`config.mk`:
```
export PLATFORM = sky130hd
export DESIGN_NAME = fetch_ctrl_flat
export DESIGN_NICKNAME = d
export VERILOG_FILES = /design/src/rtl/fetch_ctrl_if.sv /design/src/rtl/fetch_ctrl.sv /design/src/flat_wrapper.sv
export SDC_FILE = /design/constraint.sdc
export NUM_CORES = 1
export LEC_CHECK = 0
export ABC_AREA = 0
export ABC_CLOCK_PERIOD_IN_PS = 2450
export BUFFER_PORTS_ARGS = -buffer_cell sky130_fd_sc_hd__buf_4
export CELL_PAD_IN_SITES_DETAIL_PLACEMENT = 0
export CELL_PAD_IN_SITES_GLOBAL_PLACEMENT = 2
export CORE_MARGIN = 3
export CORE_UTILIZATION = 32
export DETAILED_ROUTE_END_ITERATION = 8
export GPL_ROUTABILITY_DRIVEN = 0
export GPL_TIMING_DRIVEN = 0
export PLACE_DENSITY_LB_ADDON = 0.1
export SLEW_MARGIN = 20
export SYNTH_ARGS = -nofsm -noshare
export SYNTH_HDL_FRONTEND = slang
export SYNTH_SLANG_ARGS = --single-unit
```
`constraint.sdc`:
```
create_clock -name clk_i -period 2.45 [get_ports clk_i]
set_clock_uncertainty 0.05 [all_clocks]
set_input_delay 0.245 -clock clk_i [delete_from_list [all_inputs] [get_ports clk_i]]
set_output_delay 0.245 -clock clk_i [all_outputs]
set_load 0.03 [all_outputs]
```
`src/rtl/fetch_ctrl_if.sv`:
```
// rtl/fetch_ctrl_if.sv - instruction memory port and decode handoff bundle for fetch_ctrl
interface fetch_ctrl_if;
  logic        imem_req;
  logic [31:0] imem_addr;
  logic        imem_gnt;
  logic        imem_rvalid;
  logic [31:0] imem_rdata;
  logic        inst_valid;
  logic [31:0] inst_pc;
  logic [31:0] inst_data;
  logic        inst_ready;

  modport master (
    output imem_req, imem_addr, inst_valid, inst_pc, inst_data,
    input  imem_gnt, imem_rvalid, imem_rdata, inst_ready
  );

  modport slave (
    input  imem_req, imem_addr, inst_valid, inst_pc, inst_data,
    output imem_gnt, imem_rvalid, imem_rdata, inst_ready
  );
endinterface

```
`src/rtl/fetch_ctrl.sv`:
```
// rtl/fetch_ctrl.sv - single-outstanding instruction fetch sequencer with redirect squash
module fetch_ctrl #(
  parameter logic [31:0] RESET_VECTOR = 32'h0000_0000
) (
  input  logic          clk_i,
  input  logic          rst_ni,
  input  logic          jmp_i,
  input  logic [31:0]   target_branch_i,
  fetch_ctrl_if.master  bus
);

  typedef enum logic [1:0] {
    FETCH = 2'd0,
    WAIT  = 2'd1,
    DROP  = 2'd2
  } state_e;

  state_e      state_q, state_d;
  logic [31:0] pc_q, pc_d;
  logic [31:0] req_pc_q, req_pc_d;
  logic        inst_valid_q, inst_valid_d;
  logic [31:0] inst_pc_q, inst_pc_d;
  logic [31:0] inst_data_q, inst_data_d;
  logic        buf_free;
  logic        req;
  logic [31:0] redirect_pc;

  // A new request is only legal when the buffer will have room for its response.
  assign buf_free    = !inst_valid_q || bus.inst_ready;
  assign req         = rst_ni && (state_q == FETCH) && buf_free && !jmp_i;
  assign redirect_pc = target_branch_i & 32'hFFFF_FFFC;

  assign bus.imem_req   = req;
  assign bus.imem_addr  = pc_q;
  assign bus.inst_valid = inst_valid_q;
  assign bus.inst_pc    = inst_pc_q;
  assign bus.inst_data  = inst_data_q;

  // Next-state: redirect overrides everything; otherwise issue, collect or drop.
  always_comb begin
    state_d      = state_q;
    pc_d         = pc_q;
    req_pc_d     = req_pc_q;
    inst_valid_d = inst_valid_q;
    inst_pc_d    = inst_pc_q;
    inst_data_d  = inst_data_q;

    if (inst_valid_q && bus.inst_ready) begin
      inst_valid_d = 1'b0;
    end

    if (jmp_i) begin
      pc_d         = redirect_pc;
      inst_valid_d = 1'b0;
      case (state_q)
        WAIT:    state_d = bus.imem_rvalid ? FETCH : DROP;
        DROP:    state_d = bus.imem_rvalid ? FETCH : DROP;
        default: state_d = FETCH;
      endcase
    end else begin
      case (state_q)
        FETCH: begin
          if (req && bus.imem_gnt) begin
            req_pc_d = pc_q;
            pc_d     = pc_q + 32'd4;
            state_d  = WAIT;
          end
        end
        WAIT: begin
          if (bus.imem_rvalid) begin
            inst_valid_d = 1'b1;
            inst_pc_d    = req_pc_q;
            inst_data_d  = bus.imem_rdata;
            state_d      = FETCH;
          end
        end
        DROP: begin
          if (bus.imem_rvalid) begin
            state_d = FETCH;
          end
        end
        default: state_d = FETCH;
      endcase
    end
  end

  // State and output buffer registers; reset abandons any outstanding request.
  always_ff @(posedge clk_i or negedge rst_ni) begin
    if (!rst_ni) begin
      state_q      <= FETCH;
      pc_q         <= RESET_VECTOR;
      req_pc_q     <= 32'h0;
      inst_valid_q <= 1'b0;
      inst_pc_q    <= 32'h0;
      inst_data_q  <= 32'h0;
    end else begin
      state_q      <= state_d;
      pc_q         <= pc_d;
      req_pc_q     <= req_pc_d;
      inst_valid_q <= inst_valid_d;
      inst_pc_q    <= inst_pc_d;
      inst_data_q  <= inst_data_d;
    end
  end

endmodule

```
`src/flat_wrapper.sv`:
```
// flat-port wrapper written by rule: the top's interface ports become plain ports
module fetch_ctrl_flat 
#(
  parameter logic [31:0] RESET_VECTOR = 32'h0000_0000
)
  (clk_i, rst_ni, jmp_i, target_branch_i, bus_imem_req, bus_imem_addr, bus_inst_valid, bus_inst_pc, bus_inst_data, bus_imem_gnt, bus_imem_rvalid, bus_imem_rdata, bus_inst_ready);
  fetch_ctrl_if bus_i ();
  input  logic clk_i;
  input  logic rst_ni;
  input  logic jmp_i;
  input  logic [31:0] target_branch_i;
  output wire logic [$bits(bus_i.imem_req)-1:0] bus_imem_req;
  output wire logic [$bits(bus_i.imem_addr)-1:0] bus_imem_addr;
  output wire logic [$bits(bus_i.inst_valid)-1:0] bus_inst_valid;
  output wire logic [$bits(bus_i.inst_pc)-1:0] bus_inst_pc;
  output wire logic [$bits(bus_i.inst_data)-1:0] bus_inst_data;
  input wire logic [$bits(bus_i.imem_gnt)-1:0] bus_imem_gnt;
  input wire logic [$bits(bus_i.imem_rvalid)-1:0] bus_imem_rvalid;
  input wire logic [$bits(bus_i.imem_rdata)-1:0] bus_imem_rdata;
  input wire logic [$bits(bus_i.inst_ready)-1:0] bus_inst_ready;
  assign bus_imem_req = bus_i.imem_req;
  assign bus_imem_addr = bus_i.imem_addr;
  assign bus_inst_valid = bus_i.inst_valid;
  assign bus_inst_pc = bus_i.inst_pc;
  assign bus_inst_data = bus_i.inst_data;
  assign bus_i.imem_gnt = bus_imem_gnt;
  assign bus_i.imem_rvalid = bus_imem_rvalid;
  assign bus_i.imem_rdata = bus_imem_rdata;
  assign bus_i.inst_ready = bus_inst_ready;
  fetch_ctrl #(.RESET_VECTOR(RESET_VECTOR)) u_core (.clk_i(clk_i), .rst_ni(rst_ni), .jmp_i(jmp_i), .target_branch_i(target_branch_i), .bus(bus_i));
endmodule
```
After elaboration in Yosys (flattened, before gate mapping)
Cells that the tools add are included.
Word-level totals
  register bits after elaboration: 131
  input bits: 70
  output and inout bits: 98
  logic and storage cells: 41
Operators by class
  add/sub/neg operators: 1
  eq/ne operators: 4
  multiplexer cells: 13
  bitwise operators: 1
  reduce and logical (&&, ||, !) cells: 16
Operators with widths (count)
  32-bit 2-to-1 mux: 3
  32-bit by 3-bit adder with 32-bit output, second input constant: 1
  2-bit 2-to-1 mux: 5
  3-bit AND reduction: 2
  1-bit logical AND: 5
  1-bit 2-to-1 mux: 4
  2-bit case mux with 2 select lines: 1
  2-bit AND reduction: 2
  2-bit nonzero test: 2
  3-bit by 1-bit != test with 1-bit output, second input constant: 1
  3-bit != test, second input constant: 1
  2-bit by 1-bit equality test with 1-bit output, second input constant: 1
  2-bit equality test, second input constant: 1
  1-bit logical NOT: 2
  2-bit logical NOT: 1
  2-bit OR reduction: 1
  1-bit logical OR: 1
  1-bit NOT: 1

Logic depth before layout (Yosys ltp)
Gate-level depths: netlist of the first run.
  depth after elaboration: 8
  depth in mapped cells: 9
  depth with buffers taken out: 7

Worst setup path before layout of the first run
No wires, ideal clock.
  kind: register -> register
  from: reg u_core.pc_q[2] (netlist: u_core.bus.imem_addr[2])
  to: reg u_core.pc_q[30] (netlist: u_core.bus.imem_addr[30])
  setup time: 131 ps
  arrival: 2043 ps
  setup slack: 225 ps
  cell stages (with the launch flop): 7
  buffers on the path: 0
  cells stage by stage: dfrtp_1 > ha_1 > nand4_1 > nor4_4 > nand3_1 > nor2b_1 > or3_1
On the way
  longest elaborated chain between the ends: 4
RTL lines
  start: declaration: line fetch_ctrl.sv:19  | logic [31:0] pc_q, pc_d;
  start signal: assignment: line fetch_ctrl.sv:98  | pc_q <= pc_d;
  32-bit by 3-bit adder with 32-bit output: line fetch_ctrl.sv:65  | pc_d = pc_q + 32'd4;
  32-bit 2-to-1 mux: line fetch_ctrl.sv:63  | if (req && bus.imem_gnt) begin
  32-bit 2-to-1 mux: line fetch_ctrl.sv:61  | case (state_q)
  32-bit 2-to-1 mux: line fetch_ctrl.sv:52  | if (jmp_i) begin
Every way passes these cells. The select of a mux whose other input is x is not followed.
A chain may end at the register's enable or synchronous reset.

Worst setup path after layout of the first run
  from: reg u_core.pc_q[5] (netlist: u_core.bus.imem_addr[5])
  to: reg u_core.pc_q[31] (netlist: u_core.bus.imem_addr[31])
The elaborated chain is that of the path after synthesis.

==> metrics.cfg, run 1 <==
[sta]
worst_pin_slew_ns = 0.845
min_period_over_period = 0.929
period_minus_slack_ns = 2.28
setup_tns_ns = 0
hold_slack_ns = 0.0121
rsz0062_at_grt = no
max_freq_mhz = 439
relSlewSlack = 0.434
setup_ws_ns = 0.174
hold_viol_final = 0
setup_viol = 0
drv_slew = 0

[global_route]
grt_max_degree = 77
gr-total-overflow = 0
antenna_found_initial = 0
grt_pass1_vias = 4555
grt_pass1_wl_microns = 24800
grt_usage = 0.178

[clock_network]
cts.clk_slew.worst_paths_ns = 0.06
cts_num_sinks = 125
ctsRootBufferMaster = clkbuf_16
cts_buffer_depth = 2
htreeDepth = 4
numCtsBuffers = 17
clkLatencyLatePin_ns = 0.42
cts_tree = yes

[route]
wl_microns = 16000
drc = 0
ant_nets = 0
viasPerCell = 4.85
drtPass1Iterations = 4
drtIter0Drc = 209
vias = 4471
wl_per_cell_microns = 17.3

[synth]
yosysSeqAreaShare = 0.583
synth_cell_types = 48
synth_area_per_cell_sq_um = 11.1
synth_cells = 481
synth_warnings = 0
async_flop_share = 1.00
synthFlopType = dfrtp_1
ys_seq_elements = 125
yosysMostFrequentCell = dfrtp_1
syn-cell-area_sq_mm = 0.00536
yosysTopAreaCellShare = 0.583
netlist_top_cells_area = dfrtp_1, mux2_2, nand2_1, o21ai_0, nand4_1
synth_common_cells = dfrtp_1, nand2_1, mux2_2, o21ai_0, clkbuf_1
synth_edf_count = 0
yosysTopAreaCell = dfrtp_1

[worst_setup_path]
ff2ff_path_depth = 6
critical_path_arrival_ns = 2.52
cp_top_family = simple AND/OR/NAND/NOR gates
regToRegEndpoint = u_core.bus.imem_addr[31]$_DFFE_PN0P_
endpoint_kind = flip-flop
crit_required_ns = 2.69
cp_num_cells = 6
rrSetupSlack_ns = 0.17
crit_start = u_core.bus.imem_addr[5]$_DFFE_PN0P_
worstSetupPathType = flip-flop to flip-flop
crit_chain = clkbuf_2 -> nand4_2 -> nor4_2 -> nand4_1 -> xnor2_1 -> mux2_2
critPathCapture = u_core.bus.imem_addr[31]$_DFFE_PN0P_
critical_path_buf_inv_count = 1
reg2reg_from = u_core.bus.imem_addr[5]$_DFFE_PN0P_
critPathMaxStageDelay_ns = 0.64
critPathSlowestCell = nor4_2
start_kind = flip-flop
path_max_fanout = 7

[floorplanning]
die-area_sq_mm = 0.0183
placementRows = 46
core_sq_mm = 0.0161
dieWidth_microns = 135
fp.dieH_microns = 135
pin_count = 168
initial_core_util = 0.333

[place]
port_buffers = 161
placed_area_sq_mm = 0.00689
place_ws_ns = -0.506
dp_hpwl_microns = 11300

[pwr]
total_power_mw = 7.61
p_per_area_mw_per_mm2 = 975
leakagePower_nw = 3.90
peakVddDrop_mv = 0.477

[final_layout]
multi_input_area_sq_mm = 0.00210
n_fill_cell = 1545
syn2layout_area_growth_pct = 45.5
layout-drive-gt1-share = 0.391
n_antenna_cell = 0
final_cell_area_sq_mm = 0.00780
finalNetCount = 765
ff_latch_area_sq_mm = 0.00313

[flow_run]
cap_violations = 0

[outcome]
outcome = finished, final reports clean

[worst_hold_path]
min_path_type = input pin to flip-flop

==> state kept, by name (all words and copies together), names as in the netlist <==
| register | cells |
|---|---|
| u_core.req_pc_q | 30 |
| u_core.state_q | 2 |
| u_core.bus.inst_data | 32 |
| u_core.bus.imem_addr | 30 |
| u_core.bus.inst_valid | 1 |
| u_core.bus.inst_pc | 30 |
==> per-stage QoR <==
step | std cells | util
finish | 921 | 0.484
global route | 921 | 0.484
CTS | 920 | 0.483
detailed placement | 862 | 0.427
global placement | 861 | 0.425
floorplan | 484 | -
==> where the power goes <==
group / switching, mW / leakage (nW) / internal [mW]
Sequential: 0.324 / 1.61 / 2.57
Clock: 0.908 / 0.296 / 1.68
Combinational: 1.23 / 1.99 / 0.893
==> layout by cell type (no fill, tap or decap), types with 3 or more instances in the layout <==
cell type / n
a211oi_1: 3
a21oi_1: 8
a221o_1: 4
a22oi_1: 4
and3_1: 4
buf_2: 3
buf_4: 165
bufinv_16: 3
clkbuf_1: 16
clkbuf_16: 17
clkbuf_2: 5
clkbuf_8: 3
clkinv_2: 3
conb_1: 4
dfrtp_1: 124
dlygate4sd3_1: 25
ha_1: 3
inv_1: 8
mux2_2: 63
nand2_1: 111
nand2b_1: 3
nand3_1: 9
nand4_1: 15
nor2_1: 14
nor3_1: 7
nor4_1: 5
o211ai_1: 3
o21ai_0: 21
o311ai_0: 3
or3_1: 7
xnor2_1: 6
xor2_1: 3
==> metal layers <==
metal | vias up | wire length, microns | GRT usage
li1 | 2103 | - | -
met1 | 2199 | 7030 | 0.229
met2 | 152 | 7600 | 0.289
met3 | 17 | 1120 | 0.0505
met4 | 0 | 227 | 0.0622
met5 | - | 0 | 0
==> cell type report <==
| class | instances | area share |
|---|---|---|
| flip-flops and latches | 125 | 0.401 |
| multi-input cells | 323 | 0.269 |
| repair buffers | 189 | 0.196 |
| clock buffers | 22 | 0.0608 |
| well taps | 216 | 0.0346 |
| clock inverters | 10 | 0.0176 |
| plain buffers | 27 | 0.0162 |
| inverters | 9 | 0.00433 |
==> cell families after synthesis <==
| kind of cell | synth area share |
|---|---|
| xor+xnor | 0.0147 |
| compound gates | 0.0656 |
| other cells | 0.000699 |
| simple gates | 0.166 |
| mux | 0.134 |
| buf+inv | 0.0282 |
| flops | 0.583 |
| fa+ha+maj | 0.00700 |
==> worst min-delay path by stage <==
stage	end	start	cells after the start	slack (ns)
global placement	u_core.bus.imem_addr[4]$_DFFE_PN0P_	target_branch_i[4]	3	0.40
detailed placement	u_core.bus.inst_data[25]$_DFFE_PN0P_	rst_ni	1	0.14
floorplan	u_core.bus.imem_addr[10]$_DFFE_PN0P_	rst_ni	0	-0.10
finish	u_core.bus.inst_data[15]$_DFFE_PN0P_	bus_imem_rdata[15]	2	0.01
CTS	u_core.bus.inst_data[24]$_DFFE_PN0P_	bus_imem_rdata[24]	2	0.0005
global route	u_core.bus.inst_data[23]$_DFFE_PN0P_	bus_imem_rdata[23]	2	0.005
==> what timing repair did <==
| action | 4_1_cts | 5_1_grt |
|---|---|---|
| hold buffers | 26 | 0 |
| gates resized for setup | 5 | 6 |
| pin swaps | 1 | 1 |
| buffers inserted | 0 | 1 |
| endpoints found under the setup margin | 27 | 15 |
| hold endpoints to repair | 73 | 0 |
Power figures use the tool's default switching activity.
==> inputs of run 2 (changes only) <==
--- a/config.mk
+++ b/config.mk
@@ -8,14 +8,13 @@
 export ABC_AREA = 0
 export ABC_CLOCK_PERIOD_IN_PS = 2450
 export BUFFER_PORTS_ARGS = -buffer_cell sky130_fd_sc_hd__buf_4
-export CELL_PAD_IN_SITES_DETAIL_PLACEMENT = 0
-export CELL_PAD_IN_SITES_GLOBAL_PLACEMENT = 2
 export CORE_MARGIN = 3
-export CORE_UTILIZATION = 32
+export CORE_UTILIZATION = 51
 export DETAILED_ROUTE_END_ITERATION = 8
 export GPL_ROUTABILITY_DRIVEN = 0
 export GPL_TIMING_DRIVEN = 0
-export PLACE_DENSITY_LB_ADDON = 0.1
+export MAX_ROUTING_LAYER = met4
+export PLACE_DENSITY = 0.8
 export SLEW_MARGIN = 20
 export SYNTH_ARGS = -nofsm -noshare
 export SYNTH_HDL_FRONTEND = slang
==> run 2 against run 1 <==
Net effect: combinational power up 4%; fmax up 1.4%; sequential power about the same; clock power down 3%; largest power group unchanged; wire length is 1.7% higher; critical path depth increased by 1; non-clock buffer count grew 38; design area up 3.2%; hold slack gained 0.0071 ns; highest routed layer unchanged; die area decreased by 36%; total power increased by 0.50%.
==> metrics.cfg, run 2 (synthesis gave the netlist of run 1 again) <==
[outcome]
outcome = finished, final reports clean

[global_route]
gr-total-overflow = 0  ; unchanged
grt_pass1_vias = 5057  ; +11%
grt_max_degree = 78  ; +1.3%
grt_pass1_wl_microns = 25300  ; +2.3%
grt_usage = 0.293  ; +0.115
antenna_found_initial = 0  ; unchanged

[pwr]
p_switching_mw = 2.54  ; +3.2%
swShare = 0.333  ; +0.00874
seq_power_share = 0.383  ; +0.002
p_per_area_mw_per_mm2 = 950  ; -2.6%
total_power_mw = 7.65  ; +0.50%
internal-power_mw = 5.10  ; -0.80%
peakVddDrop_mv = 0.555  ; +16%
leakagePower_nw = 4.05  ; +3.7%
pwr-share-clk = 0.327  ; -0.013
p_comb_frac = 0.289  ; +0.010

[clock_network]
clkLatencyLatePin_ns = 0.52  ; +0.10 ns
cts_buffer_depth = 2  ; unchanged
cts_num_sinks = 125  ; unchanged
cts_tree = yes
numCtsBuffers = 17  ; unchanged
htreeDepth = 4  ; unchanged
ctsRootBufferMaster = clkbuf_8
cts.clk_slew.worst_paths_ns = 0.06  ; about the same

[worst_setup_path]
regToRegEndpoint = u_core.bus.imem_addr[22]$_DFFE_PN0P_
critPathCapture = u_core.bus.imem_addr[22]$_DFFE_PN0P_
rrSetupSlack_ns = 0.21  ; +0.03 ns
endpoint_kind = flip-flop
worstSetupPathType = flip-flop to flip-flop
start_kind = flip-flop
critical_path_arrival_ns = 2.64  ; +0.12 ns
crit_chain = ha_1 -> nand4_1 -> nor4_4 -> buf_4 -> nand4_1 -> or3_1 -> a31oi_1
ff2ff_path_depth = 7  ; +1
crit_start = u_core.bus.imem_addr[2]$_DFFE_PN0P_
reg2reg_from = u_core.bus.imem_addr[2]$_DFFE_PN0P_
crit_required_ns = 2.84  ; +0.15 ns
critPathSlowestCell = dfrtp_1
path_max_fanout = 8  ; +1
cpMostUsedCell = nand4_1
critPathMaxStageDelay_ns = 0.50  ; -0.14 ns

[route]
ant_nets = 0  ; unchanged
wl_per_cell_microns = 18.5  ; +6.8%
wl_microns = 16300  ; +1.7%
drtPass1Iterations = 5  ; +1
drtIter0Drc = 436  ; +110%
drc = 0  ; unchanged
vias = 4924  ; +10%
viasPerCell = 5.61  ; +16%

[final_layout]
layout-drive-gt1-share = 0.369  ; -0.0227
final_cell_mix = buf_4, dfrtp_1, nand2_1, mux2_2, dlygate4sd3_1
largest_register_ffs = 32  ; unchanged
finalNonFillerCells = 877  ; -4.8%
n_fill_cell = 602  ; -61%
layout_commonest_cell = buf_4
syn2layout_area_growth_pct = 50.1
finalNetCount = 803  ; +5.0%
utilization = 0.805  ; +0.321

[place]
dp_hpwl_microns = 10100  ; -11%
port_buffers = 161  ; unchanged
place_inst = 779  ; -9.6%

[sta]
setup_tns_ns = 0  ; unchanged
relSlewSlack = 0.506  ; +0.0717
rsz0062_at_grt = no
hold_viol_final = 0  ; unchanged
min_period_over_period = 0.916  ; -0.0128
hold_slack_ns = 0.0192  ; +0.00710 ns
period_minus_slack_ns = 2.24  ; -0.0314 ns
setup_viol = 0  ; unchanged
worst_pin_slew_ns = 0.738  ; -0.107 ns
drv_slew = 0  ; unchanged
max_freq_mhz = 445  ; +1.4%

[floorplanning]
die-area_sq_mm = 0.0118  ; -36%
pin_count = 168  ; unchanged
dieWidth_microns = 109  ; -20%
fp.dieH_microns = 109  ; -20%
placementRows = 36  ; -22%
initial_core_util = 0.536  ; +0.204
core_sq_mm = 0.0100  ; -38%

[worst_hold_path]
min_path_type = input pin to flip-flop

[flow_run]
cap_violations = 0  ; unchanged

## run 2: changes by cell type in the layout (fill, tap and decap cells not counted)
cell | previous run | this run
clkbuf_16 | 17 | 16
buf_6 | 0 | 1
clkinvlp_4 | 2 | 3
buf_8 | 1 | 0
diode_2 | 0 | 1
dfrtp_2 | 1 | 0
nor4_2 | 2 | 1
nor4_1 | 5 | 6
dlygate4sd3_1 | 25 | 63
dfrtp_1 | 124 | 125
buf_2 | 3 | 2
clkinv_2 | 3 | 4
clkbuf_2 | 5 | 6
clkinv_4 | 2 | 1
## run 2: worst min-delay path by stage
stage | depth (start not counted) | to | from
global route | 4 | u_core.bus.imem_addr[20]$_DFFE_PN0P_ | target_branch_i[20]
global placement | 3 | u_core.bus.imem_addr[4]$_DFFE_PN0P_ | target_branch_i[4]
floorplan | 0 | u_core.bus.imem_addr[10]$_DFFE_PN0P_ | rst_ni
finish | 4 | u_core.bus.imem_addr[20]$_DFFE_PN0P_ | target_branch_i[20]
CTS | 4 | u_core.bus.imem_addr[20]$_DFFE_PN0P_ | target_branch_i[20]
detailed placement | 1 | u_core.bus.inst_data[26]$_DFFE_PN0P_ | rst_ni
## run 2: critical path: cells and delay by family, from the launching register on
family / cells / cell delay, ns
and+or+nand+nor: 4 / 0.94
AOI/OAI and AO/OA: 1 / 0.16
DFF: 1 / 0.50
buffers and inverters: 1 / 0.21
adders and majority gates: 1 / 0.31
## run 2: cell type report
| cell class | count | area (sq um) | share of cell area |
|---|---|---|---|
| diodes | 1 | 2.50 | 0.000311 |
| plain buffers | 27 | 126 | 0.0157 |
| clock buffers | 21 | 449 | 0.0558 |
| clock inverters | 11 | 141 | 0.0176 |
| inverters | 9 | 33.8 | 0.00420 |
| multi-input cells | 323 | 2090 | 0.260 |
| flip-flops and latches | 125 | 3130 | 0.389 |
| well taps | 133 | 166 | 0.0207 |
| repair buffers | 227 | 1910 | 0.237 |
## run 2: stage by stage
stage               setup WS, ns  area [sq um]
floorplan                  0.225          5370
global placement           -1.18          6750
detailed placement        -0.334          6780
CTS                       0.0590          8030
global route              0.0355          8050
finish                     0.205          8050
## run 2: layer usage
layer	GRT usage	wire length, microns	up-vias
li1	-	-	2182
met1	0.344	6120	2364
met2	0.476	8090	304
met3	0.0687	1350	74
met4	0.141	691	0
met5	-	0	-
## run 2: power groups by stage
| stage | registers, mW | logic (mW) | clock network [mW] |
|---|---|---|---|
| floorplan | 3.57 | 0.553 | 0 |
| global placement | 2.91 | 2.05 | 0 |
| detailed placement | 2.94 | 2.10 | 0 |
| CTS | 2.91 | 2.20 | 2.50 |
| global route | 2.99 | 2.36 | 2.60 |
| finish | 2.93 | 2.21 | 2.50 |
## run 2: what timing repair did
action                                  4_1_cts  5_1_grt
cloned                                        0        0
endpoints found under the hold margin       110        0
resized for setup                             3        7
pin swaps                                     0        1
buffers inserted                              0        1
hold buffers                                 64        0
endpoints found under the setup margin       23       29
